File: src/rtl/pwm_channel_scheduler.sv
// pwm_channel_scheduler: queues decoded UART channel commands, drives the
// per-channel PWM enables and emits one status record per command and per
// channel completion.
// Optional feature macro: SCHED_WATCHDOG_EN adds a per-channel enable watchdog
// that reports code 0xE4.

package pwm_channel_scheduler_pkg;
    typedef struct packed {
        logic [7:0] ch;
        logic [1:0] op;
    } sched_cmd_t;

    typedef enum logic [1:0] {ST_IDLE, ST_DECODE, ST_ARM, ST_RESP} sched_state_t;

    localparam logic [1:0] OP_START = 2'd0;
    localparam logic [1:0] OP_STOP  = 2'd1;

    localparam logic [7:0] CODE_STARTED = 8'h00;
    localparam logic [7:0] CODE_STOPPED = 8'h01;
    localparam logic [7:0] CODE_DONE    = 8'h02;
    localparam logic [7:0] CODE_IDLE    = 8'h03;
    localparam logic [7:0] CODE_ACTIVE  = 8'h04;
    localparam logic [7:0] CODE_BAD_CH  = 8'hE1;
    localparam logic [7:0] CODE_BUSY    = 8'hE2;
    localparam logic [7:0] CODE_ARM_TO  = 8'hE3;
`ifdef SCHED_WATCHDOG_EN
    localparam logic [7:0] CODE_WDOG    = 8'hE4;
`endif
endpackage

module pwm_channel_scheduler
    import pwm_channel_scheduler_pkg::*;
#(
    parameter int unsigned _NUM_CHANNELS = 3,
    parameter int unsigned _FIFO_DEPTH   = 4,
    parameter int unsigned _ARM_TO       = 16,
    parameter int unsigned _WDOG_W       = 24
) (
    input  logic                     clk_50M,
    input  logic                     rst,
    input  logic                     cmd_valid,
    output logic                     cmd_ready,
    input  logic [7:0]               cmd_ch,
    input  logic [1:0]               cmd_op,
    input  logic [_NUM_CHANNELS-1:0] ch_busy,
    input  logic [_NUM_CHANNELS-1:0] ch_valid,
    output logic [_NUM_CHANNELS-1:0] ch_en,
    output logic                     stat_valid,
    input  logic                     stat_ready,
    output logic [7:0]               stat_ch,
    output logic [7:0]               stat_code,
    output logic [2:0]               fifo_level
);
    localparam int unsigned PTR_W = (_FIFO_DEPTH > 1) ? $clog2(_FIFO_DEPTH) : 1;
    localparam int unsigned CNT_W = PTR_W + 1;
    localparam int unsigned IDX_W = (_NUM_CHANNELS > 1) ? $clog2(_NUM_CHANNELS) : 1;
    localparam int unsigned ARM_W = (_ARM_TO > 1) ? $clog2(_ARM_TO) : 1;

    sched_state_t             state_q, state_d;
    sched_cmd_t               cmd_q, cmd_d, cmd_in;
    sched_cmd_t               mem_q [_FIFO_DEPTH];
    logic [PTR_W-1:0]         wr_ptr_q, rd_ptr_q;
    logic [CNT_W-1:0]         count_q;
    logic [ARM_W-1:0]         arm_cnt_q, arm_cnt_d;
    logic [_NUM_CHANNELS-1:0] ch_en_q, ch_en_d;
    logic [_NUM_CHANNELS-1:0] pend_done_q, pend_done_d;
    logic [IDX_W-1:0]         rr_q, rr_d;
    logic                     stat_valid_q, stat_valid_d;
    logic [7:0]               stat_ch_q, stat_ch_d;
    logic [7:0]               stat_code_q, stat_code_d;
    logic                     fifo_full, fifo_empty, push, pop_c;
    logic [IDX_W-1:0]         cmd_idx, rep_idx;
    logic [IDX_W:0]           done_pick, rep_pick;

    // Round-robin pick: {hit, index} of the first set flag at or after ptr.
    function automatic logic [IDX_W:0] rr_pick(input logic [_NUM_CHANNELS-1:0] flags,
                                               input logic [IDX_W-1:0] ptr);
        logic             hit;
        logic [IDX_W-1:0] idx;
        int               j;
        hit = 1'b0;
        idx = '0;
        for (int k = 0; k < int'(_NUM_CHANNELS); k++) begin
            j = int'(ptr) + k;
            if (j >= int'(_NUM_CHANNELS)) j = j - int'(_NUM_CHANNELS);
            if (!hit && flags[IDX_W'(j)]) begin
                hit = 1'b1;
                idx = IDX_W'(j);
            end
        end
        return {hit, idx};
    endfunction

    assign fifo_full   = (count_q == CNT_W'(_FIFO_DEPTH));
    assign fifo_empty  = (count_q == '0);
    assign push        = cmd_valid & ~fifo_full;
    assign cmd_in.ch   = cmd_ch;
    assign cmd_in.op   = cmd_op;
    assign cmd_idx     = IDX_W'(cmd_q.ch);
    assign done_pick   = rr_pick(pend_done_q, rr_q);

`ifdef SCHED_WATCHDOG_EN
    logic [_WDOG_W-1:0]       wdog_q [_NUM_CHANNELS];
    logic [_NUM_CHANNELS-1:0] pend_wdog_q, pend_wdog_d, wdog_hit_c;
    logic [IDX_W:0]           wdog_pick;
    logic                     rep_wdog;

    assign wdog_pick = rr_pick(pend_wdog_q, rr_q);
    assign rep_wdog  = wdog_pick[IDX_W];
    assign rep_pick  = rep_wdog ? wdog_pick : done_pick;

    // Watchdog expiry: counter saturated while the channel is still enabled.
    always_comb begin
        for (int i = 0; i < int'(_NUM_CHANNELS); i++) begin
            wdog_hit_c[i] = ch_en_q[i] && (wdog_q[i] == '1);
        end
    end

    // Per-channel enable-time counters, cleared whenever the enable is low.
    always_ff @(posedge clk_50M or posedge rst) begin
        if (rst) begin
            for (int i = 0; i < int'(_NUM_CHANNELS); i++) wdog_q[i] <= '0;
        end else begin
            for (int i = 0; i < int'(_NUM_CHANNELS); i++) begin
                if (!ch_en_q[i])          wdog_q[i] <= '0;
                else if (wdog_q[i] != '1) wdog_q[i] <= wdog_q[i] + _WDOG_W'(1);
            end
        end
    end
`else
    assign rep_pick = done_pick;
`endif

    assign rep_idx = rep_pick[IDX_W-1:0];

    // Command FIFO storage (no reset needed, occupancy is tracked by count_q).
    always_ff @(posedge clk_50M) begin
        if (push) mem_q[wr_ptr_q] <= cmd_in;
    end

    // Command FIFO pointers and occupancy.
    always_ff @(posedge clk_50M or posedge rst) begin
        if (rst) begin
            wr_ptr_q <= '0;
            rd_ptr_q <= '0;
            count_q  <= '0;
        end else begin
            if (push)  wr_ptr_q <= wr_ptr_q + PTR_W'(1);
            if (pop_c) rd_ptr_q <= rd_ptr_q + PTR_W'(1);
            if (push && !pop_c)      count_q <= count_q + CNT_W'(1);
            else if (!push && pop_c) count_q <= count_q - CNT_W'(1);
        end
    end

    // Scheduler state and output registers.
    always_ff @(posedge clk_50M or posedge rst) begin
        if (rst) begin
            state_q      <= ST_IDLE;
            cmd_q        <= '0;
            arm_cnt_q    <= '0;
            ch_en_q      <= '0;
            pend_done_q  <= '0;
            rr_q         <= '0;
            stat_valid_q <= 1'b0;
            stat_ch_q    <= '0;
            stat_code_q  <= '0;
`ifdef SCHED_WATCHDOG_EN
            pend_wdog_q  <= '0;
`endif
        end else begin
            state_q      <= state_d;
            cmd_q        <= cmd_d;
            arm_cnt_q    <= arm_cnt_d;
            ch_en_q      <= ch_en_d;
            pend_done_q  <= pend_done_d;
            rr_q         <= rr_d;
            stat_valid_q <= stat_valid_d;
            stat_ch_q    <= stat_ch_d;
            stat_code_q  <= stat_code_d;
`ifdef SCHED_WATCHDOG_EN
            pend_wdog_q  <= pend_wdog_d;
`endif
        end
    end

    // Next-state: completions first, then FSM actions (a stop overrides a completion).
    always_comb begin
        state_d      = state_q;
        cmd_d        = cmd_q;
        arm_cnt_d    = arm_cnt_q;
        ch_en_d      = ch_en_q;
        pend_done_d  = pend_done_q;
        rr_d         = rr_q;
        stat_valid_d = stat_valid_q;
        stat_ch_d    = stat_ch_q;
        stat_code_d  = stat_code_q;
        pop_c        = 1'b0;
`ifdef SCHED_WATCHDOG_EN
        pend_wdog_d  = pend_wdog_q | wdog_hit_c;
        ch_en_d      = ch_en_d & ~wdog_hit_c;
`endif

        for (int i = 0; i < int'(_NUM_CHANNELS); i++) begin
            if (ch_valid[i] && ch_en_q[i]) begin
                ch_en_d[i]     = 1'b0;
                pend_done_d[i] = 1'b1;
            end
        end

        case (state_q)
            ST_IDLE: begin
                if (rep_pick[IDX_W]) begin
`ifdef SCHED_WATCHDOG_EN
                    if (rep_wdog) begin
                        pend_wdog_d[rep_idx] = 1'b0;
                        stat_code_d          = CODE_WDOG;
                    end else
`endif
                    begin
                        pend_done_d[rep_idx] = 1'b0;
                        stat_code_d          = CODE_DONE;
                    end
                    stat_valid_d = 1'b1;
                    stat_ch_d    = 8'(rep_idx);
                    rr_d         = (rep_idx == IDX_W'(_NUM_CHANNELS - 1)) ? '0
                                                                          : rep_idx + IDX_W'(1);
                    state_d      = ST_RESP;
                end else if (!fifo_empty) begin
                    pop_c   = 1'b1;
                    cmd_d   = mem_q[rd_ptr_q];
                    state_d = ST_DECODE;
                end
            end
            ST_DECODE: begin
                stat_valid_d = 1'b1;
                stat_ch_d    = cmd_q.ch;
                state_d      = ST_RESP;
                if (cmd_q.ch >= 8'(_NUM_CHANNELS)) begin
                    stat_code_d = CODE_BAD_CH;
                end else if (cmd_q.op == OP_START) begin
                    if (ch_en_q[cmd_idx] || ch_busy[cmd_idx]) begin
                        stat_code_d = CODE_BUSY;
                    end else begin
                        ch_en_d[cmd_idx] = 1'b1;
                        arm_cnt_d        = '0;
                        stat_valid_d     = 1'b0;
                        state_d          = ST_ARM;
                    end
                end else if (cmd_q.op == OP_STOP) begin
                    ch_en_d[cmd_idx]     = 1'b0;
                    pend_done_d[cmd_idx] = 1'b0;
`ifdef SCHED_WATCHDOG_EN
                    pend_wdog_d[cmd_idx] = 1'b0;
`endif
                    stat_code_d          = CODE_STOPPED;
                end else begin
                    stat_code_d = (ch_en_q[cmd_idx] || ch_busy[cmd_idx]) ? CODE_ACTIVE
                                                                         : CODE_IDLE;
                end
            end
            ST_ARM: begin
                if (ch_busy[cmd_idx]) begin
                    stat_valid_d = 1'b1;
                    stat_ch_d    = cmd_q.ch;
                    stat_code_d  = CODE_STARTED;
                    state_d      = ST_RESP;
                end else if (arm_cnt_q == ARM_W'(_ARM_TO - 1)) begin
                    ch_en_d[cmd_idx] = 1'b0;
                    stat_valid_d     = 1'b1;
                    stat_ch_d        = cmd_q.ch;
                    stat_code_d      = CODE_ARM_TO;
                    state_d          = ST_RESP;
                end else begin
                    arm_cnt_d = arm_cnt_q + ARM_W'(1);
                end
            end
            ST_RESP: begin
                if (stat_ready) begin
                    stat_valid_d = 1'b0;
                    state_d      = ST_IDLE;
                end
            end
            default: state_d = ST_IDLE;
        endcase
    end

    assign cmd_ready  = ~fifo_full;
    assign ch_en      = ch_en_q;
    assign stat_valid = stat_valid_q;
    assign stat_ch    = stat_ch_q;
    assign stat_code  = stat_code_q;
    assign fifo_level = 3'(count_q);

endmodule
File: config.mk
export PLATFORM = sky130hd
export DESIGN_NAME = pwm_channel_scheduler
export DESIGN_NICKNAME = d
export VERILOG_FILES = /design/src/rtl/pwm_channel_scheduler.sv
export SDC_FILE = /design/constraint.sdc
export NUM_CORES = 1
export LEC_CHECK = 0
export CORE_MARGIN = 10
export CORE_UTILIZATION = 30
export DETAILED_ROUTE_END_ITERATION = 8
export GPL_ROUTABILITY_DRIVEN = 0
export GPL_TIMING_DRIVEN = 0
export PLACE_DENSITY = 0.45
export SLEW_MARGIN = 20
export SYNTH_ARGS = -nofsm -noshare
export SYNTH_HDL_FRONTEND = slang
export SYNTH_SLANG_ARGS = --single-unit
File: constraint.sdc
create_clock -name clk_50M -period 3.84 [get_ports clk_50M]
set_clock_uncertainty 0.1 [all_clocks]
set_input_delay 0.96 -clock clk_50M [delete_from_list [all_inputs] [get_ports clk_50M]]
set_output_delay 0.96 -clock clk_50M [all_outputs]
set_load 0.1 [all_outputs]
[Yosys cells after proc, flatten, opt, wreduce, memory -nomap -nowiden]
Memories as Yosys holds them, arrays and structs flattened. A register that Yosys moved wholly into a read port is not among the register bits.
Index checks and enable logic that the tools add are counted.
Word-level totals
  bits in registers: 38
  bits in writable memories: 40
  output and inout port bits: 24
  memories kept: 1
Memories
  mem_q: words 4, width 10, read ports 1, clocked after memory_dff 1, wr ports 1, line 61  | sched_cmd_t mem_q [_FIFO_DEPTH];
Cells by class
  reduce and logical (&&, ||, !) cells: 27
  $add $sub $neg: 11
  $lt $le $gt $ge: 11
  equal/unequal tests: 17
  bitwise operators: 10
  muxes and demuxes: 88
Operators with widths (number)
  8-bit two-way mux: 9
  8-bit case mux with 3 select lines: 2
  3-bit two-way mux: 14
  1-bit two-way mux: 34
  2-bit two-way mux: 12
  4-bit two-way mux: 5
  2-bit inequality test, second input constant: 7
  2-bit by 4-bit less-than comparator with 1-bit output, second input constant: 3
  3-bit case mux with 2 select lines: 2
  3-bit AND reduction: 4
  1-bit binary-select mux with 2-bit select: 5
  3-bit bitwise AND: 3
  1-bit logical AND: 9
  8-bit by 2-bit >= comparator with 1-bit output, second input constant: 1
  2-bit case mux with 4 select lines: 1
  4-bit case mux with 2 select lines: 1
  2-bit by 1-bit adder with 2-bit output, second input constant: 3
  2-bit equality test, second input constant: 3
  3-bit by 2-bit >= comparator with 1-bit output, second input constant: 2
  2-bit by 3-bit less-than comparator with 1-bit output, second input constant: 2
  3-bit inequality test, second input constant: 2
  3-bit NOT: 2
  6-bit AND reduction: 1
  2-bit subtractor, second input constant: 3
  24 further kinds: 34

[Logic depth before layout (Yosys ltp)]
Gate-level depths: netlist of run 1.
  depth after elaboration: 20
  mapped depth: 13
  depth with buffers taken out: 12

[Least setup slack after synthesis of run 1]
No wires, ideal clock.
  kind: reg-to-reg
  start: register count_q[2] (netlist: fifo_level[2])
  end: register count_q[1] (netlist: fifo_level[1])
  period minus slack after synthesis: 3.480 ns
  arrival time: 3.253 ns
  cell stages (with the launch flop): 7
  buffers on the path: 0
  slack: 0.360 ns
  cells stage by stage: dfrtp_1 -> nand2_1 -> and2_0 -> ha_1 -> inv_1 -> fa_1 -> mux2_2
On the way
  elaborated cells between the ends (all ways): 13
  those cells by class: 1 x eq/ne; 4 x mux; 2 x bitwise; 6 x reduce/logical
RTL lines
  from (decl): line 63  | logic [CNT_W-1:0] count_q;
  from (signal assigned): line 150  | if (push && !pop_c) count_q <= count_q + CNT_W'(1);
  from (signal assigned): line 151  | else if (!push && pop_c) count_q <= count_q - CNT_W'(1);
  3-bit equality test (*): line 94  | assign fifo_full = (count_q == CNT_W'(_FIFO_DEPTH));
  1-bit NOT (*)
  named net cmd_ready: line 42  | output logic cmd_ready,
  1-bit bitwise AND (*): line 96  | assign push = cmd_valid & ~fifo_full;
  named net push: line 71  | logic fifo_full, fifo_empty, push, pop_c;
  1-bit zero test: line 151
  1-bit logical AND: line 151
  2-bit nonzero test (no source line)
Mark *: on every way through the listed nets, which the timed path passes. The rest lies on a longest branch.
A chain may end at the register's enable or synchronous reset.

[Worst setup path after layout of run 1]
  start: register rr_q[0]
  end: register count_q[1] (netlist: fifo_level[1])
On the way
  longest elaborated chain between the ends: 17
  elaborated cells between the ends (all ways): 34
  those cells by class: 5 x add/sub; 3 x order compare; 18 x mux; 8 x reduce/logical
RTL lines
  from (decl): line 67  | logic [IDX_W-1:0] rr_q, rr_d;
  from (signal assigned): line 176  | rr_q <= rr_d;
  parallel branches: the longest is 11 deep, another holds 2-bit by 1-bit adder with 3-bit output
  1-bit two-way mux (*): line 86  | if (!hit && flags[IDX_W'(j)]) begin
  1-bit two-way mux (*): line 212  | if (rep_pick[IDX_W]) begin
  1-bit two-way mux (*): line 210  | case (state_q)
  1-bit zero test: line 150
  1-bit logical AND: line 150
  3-bit two-way mux or 2-bit nonzero test (tied branches)
Every way passes the cells marked *. The select of a mux whose other input is x is not followed.

==> results of run 1 <==
==> Yosys cell counts (all sizes together) (5+ instances only) <==
cell type	number
buf	9
nand3	7
a31oi	6
and3	6
ha	14
nor2	12
mux2	17
o21ai	16
nor4	5
a21oi	10
nor3	9
edfxtp	40
mux2i	11
mux4	10
nand2	19
dfrtp	44
inv	30
==> cell type report <==
class	instances	share of cell area
buffer	12	0.01386
sequential	84	0.4474
clock inverter	7	0.01143
tap	180	0.04376
inverter	30	0.02188
timing repair buffer	42	0.08364
clock buffer	9	0.04376
multi-input combinational	203	0.3343
==> power by group through the flow <==
stage | clock (uW) | sequential [uW] | combinational (uW)
after floorplan | 0 | 1860 | 1430
after global placement | 0 | 1440 | 2440
after detailed placement | 0 | 1450 | 2460
after CTS | 864 | 1430 | 2460
after global routing | 905 | 1460 | 2640
final | 829 | 1420 | 2420
==> cell families (layout without fill, tap and decap cells) <==
group                      count (synthesis)  after routing  synth area share
DFF                                       84             84            0.5478
and+or+nand+nor                           77             77            0.1096
AOI/OAI and AO/OA                         65             65            0.1137
buffers and inverters                     42            100           0.04376
muxes                                     38             38            0.1253
adders and majority gates                 15             15           0.04644
xor gates and xnor gates                   6              6           0.01251
other                                      1              2         0.0008923
==> metrics by stage <==
| step | total power, uW | std cells | hold slack (ns) | util |
|---|---|---|---|---|
| 3_3_place_gp | 3876 | 550 | 0.3886 | 0.3502 |
| 6_report | 4671 | 567 | 0.3951 | 0.3722 |
| 4_1_cts | 4754 | 567 | 0.3988 | 0.3722 |
| 5_1_grt | 5004 | 567 | 0.4102 | 0.3722 |
| 3_5_place_dp | 3904 | 551 | 0.3838 | 0.3516 |
| 2_1_floorplan | 3290 | 329 | 0.3649 | - |
==> worst min-delay path by stage <==
stage / to / cells after the start
3_3_place_gp: stat_ch[1] / 1
2_1_floorplan: arm_cnt_q[2] / 1
5_1_grt: stat_ch[1] / 1
3_5_place_dp: stat_ch[1] / 1
6_report: stat_ch[1] / 1
4_1_cts: stat_ch[1] / 1
==> layer usage <==
| layer | track usage | up-vias | part of all wire |
|---|---|---|---|
| met3 | 0.02432 | 13 | 0.043 |
| met4 | 0.04329 | 0 | 0.016 |
| met1 | 0.1236 | 1363 | 0.46 |
| met2 | 0.1619 | 59 | 0.48 |
| li1 | - | 1326 | - |
| met5 | 0 | - | 0 |
==> cell usage in the layout, fill, tap and decap left out, types with 3 or more instances in the layout <==
cell type	Yosys	final
ha_1	14	14
and3_1	6	6
inv_1	30	29
edfxtp_1	40	40
xor2_1	3	3
a32oi_1	3	3
nand2_1	19	19
nor2b_1	3	3
a21oi_1	10	10
nor2_1	11	11
o21ai_0	14	14
xnor2_1	3	3
mux2_2	16	16
dfrtp_1	44	44
a31oi_1	6	6
nand2b_1	3	3
clkbuf_16	0	9
clkbuf_1	3	3
o31ai_1	3	3
mux4_2	10	10
nand3_1	7	7
buf_4	7	7
clkdlybuf4s50_1	0	41
mux2i_1	11	11
or2_2	3	3
nor3_1	6	6
==> flip-flops by register name (all words and copies together), names as in the netlist, 2 cells and up <==
signal       flops
cmd_q            8
ch_en            3
state_q          2
arm_cnt_q        4
pend_done_q      3
rd_ptr_q         2
wr_ptr_q         2
stat_code        4
mem_q           40
stat_ch          8
cmd_idx          2
rr_q             2
fifo_level       3
==> results by group, run 1 <==
STA
  • Crit path time final: 3.314 ns
  • Worst-margin pin slew: 0.9925 ns
  • Final WS setup: 0.5256 ns
  • Fmax: 301.7 MHz
  • Crit share post-route: 0.8631
  • Final setup fails: 0
  • Unrepaired setup endpoints after global routing: no
  • Setup TNS Final: 0 ns
  • Final Max Slew Viols: 0
  • Final hold vios: 0
  • Slew headroom: 0.3362

CTS
  • CTS Buf Count: 9
  • Number of H-tree levels: 3
  • Clk pin slew, worst setup/hold paths: 0.07 ns
  • CTS max path bufs: 2
  • Root Driver: clkbuf_16
  • Worst skew pair latency: 0.34 ns
  • CTS Sinks: 84
  • CTS tree: yes
  • Post-CTS Resized: 0
  • # Post-CTS Setup Buffers: 0
  • Hold_buf cts: 0

Placement
  • Pre-CTS WS: 0.5004 ns
  • DPL Wire Length: 7170 um
  • I/O Buffers: 41
  • Placed cell areas: 0.004862 mm2

Worst setup path
  • Worst-path cell chain: inv_1, ha_1, nor2b_1, o21a_2, nor4_4, buf_4, inv_1, ha_1, inv_1, fa_1, mux2_2
  • WP buf/inv: 4
  • Setup crit end kind: flip-flop
  • Reg2Reg Setup Slack: 0.53 ns
  • WP depth: 11
  • Critical path's largest stage delay: 0.52 ns
  • Crit path from: rr_q[0]
  • Setup crit end: fifo_level[1]
  • Worst path top cell family by delay: adder cells
  • Crit-path slowest cell: nor4_4
  • R2R Path End: fifo_level[1]
  • Worst setup SP type: flip-flop
  • Most used cell, CP: inv_1
  • CP Class: flip-flop to flip-flop
  • Max FO, Critical Path: 10
  • Worst Path Required: 3.96 ns
  • R2r worst-path depth: 11
  • Arrival @ worst endpoint: 3.44 ns
  • Critical R2R Launch: rr_q[0]

Power
  • Leakage: 0.001998 uW
  • Combinational Power Share: 0.518
  • Sw Share: 0.4526
  • Internal Power: 2557 uW
  • Share of power burned in registers: 0.305
  • Pwr/cell area: 907.6 mW/mm2
  • Sw power: 2114 uW
  • VDD IR max: 0.0003024 V
  • Clock power share: 0.177

Min path
  • Worst Min Path Start: stat_ch[1]
  • Worst hold-check path type: flip-flop to flip-flop

GRT
  • Initial antenna violation count: 0
  • Vias in the first global route: 2881
  • GRT Util Overall: 0.09994
  • First-pass GRT wire length: 15450 um
  • Largest net degree at the start of global routing: 29
  • Total gr overflow: 0

Finish
  • Post-route cell area: 0.005146 mm2
  • Multi-input gate area: 0.001720 mm2
  • Layout cells sized above 1: 0.1731
  • Seq. cell area: 0.002302 mm2
  • Total Nets Final: 417
  • N_diodes: 0
  • Area grow syn2layout: 22.45%
  • # fillers: 1328

Detailed routing
  • Vias: 2761
  • Via density per instance: 4.869
  • DR DRC count: 0
  • Initial DRC Count: 201
  • Routed len/inst: 16.78 um
  • Final wirelength: 9517 um
  • DRT Pass-1 Iters: 4
  • Routed Antenna Nets: 0

Floorplan
  • Die X: 138.4 um
  • Core Box Area: 0.01383 mm2
  • Die area: 0.01914 mm2
  • FP Rows: 43
  • Die H: 138.4 um
  • Initial Utilization: 0.3040
  • I/O Pins: 44

Synthesis
  • Synth unique cells: 67
  • Syn Area/Cell: 12.81 um2
  • Number of enable flip-flop cells after synthesis: 40
  • Cell Area, Synth: 0.004203 mm2
  • Mapped Cells: 328
  • Ys async rst share: 0.5238
  • YS warnings: 0
  • Share of the synthesized area in the top cell type: 0.2858
  • Leading area contributor after synthesis: edfxtp_1
  • Most used DFF post-synth: dfrtp_1
  • Sequential element share of the synthesized area: 0.5478
  • Synth top area cells: edfxtp_1 29%, dfrtp_1 26%, mux4_2 5.4%, mux2_2 4.3%, ha_1 4.2%
  • Seq cells post-synth: 84

Status
  • Status: finished, final reports clean

Job
  • Max-cap violations: 0
Power figures use the tool's default switching activity.
==> run 2, diff against run 1 <==
--- a/config.mk
+++ b/config.mk
@@ -15,3 +15,4 @@
 export SYNTH_ARGS = -nofsm -noshare
 export SYNTH_HDL_FRONTEND = slang
 export SYNTH_SLANG_ARGS = --single-unit
+export TNS_END_PERCENT = 20
==> results of run 2 <==
Final layout, timing and power as in run 1 (identical DEF).
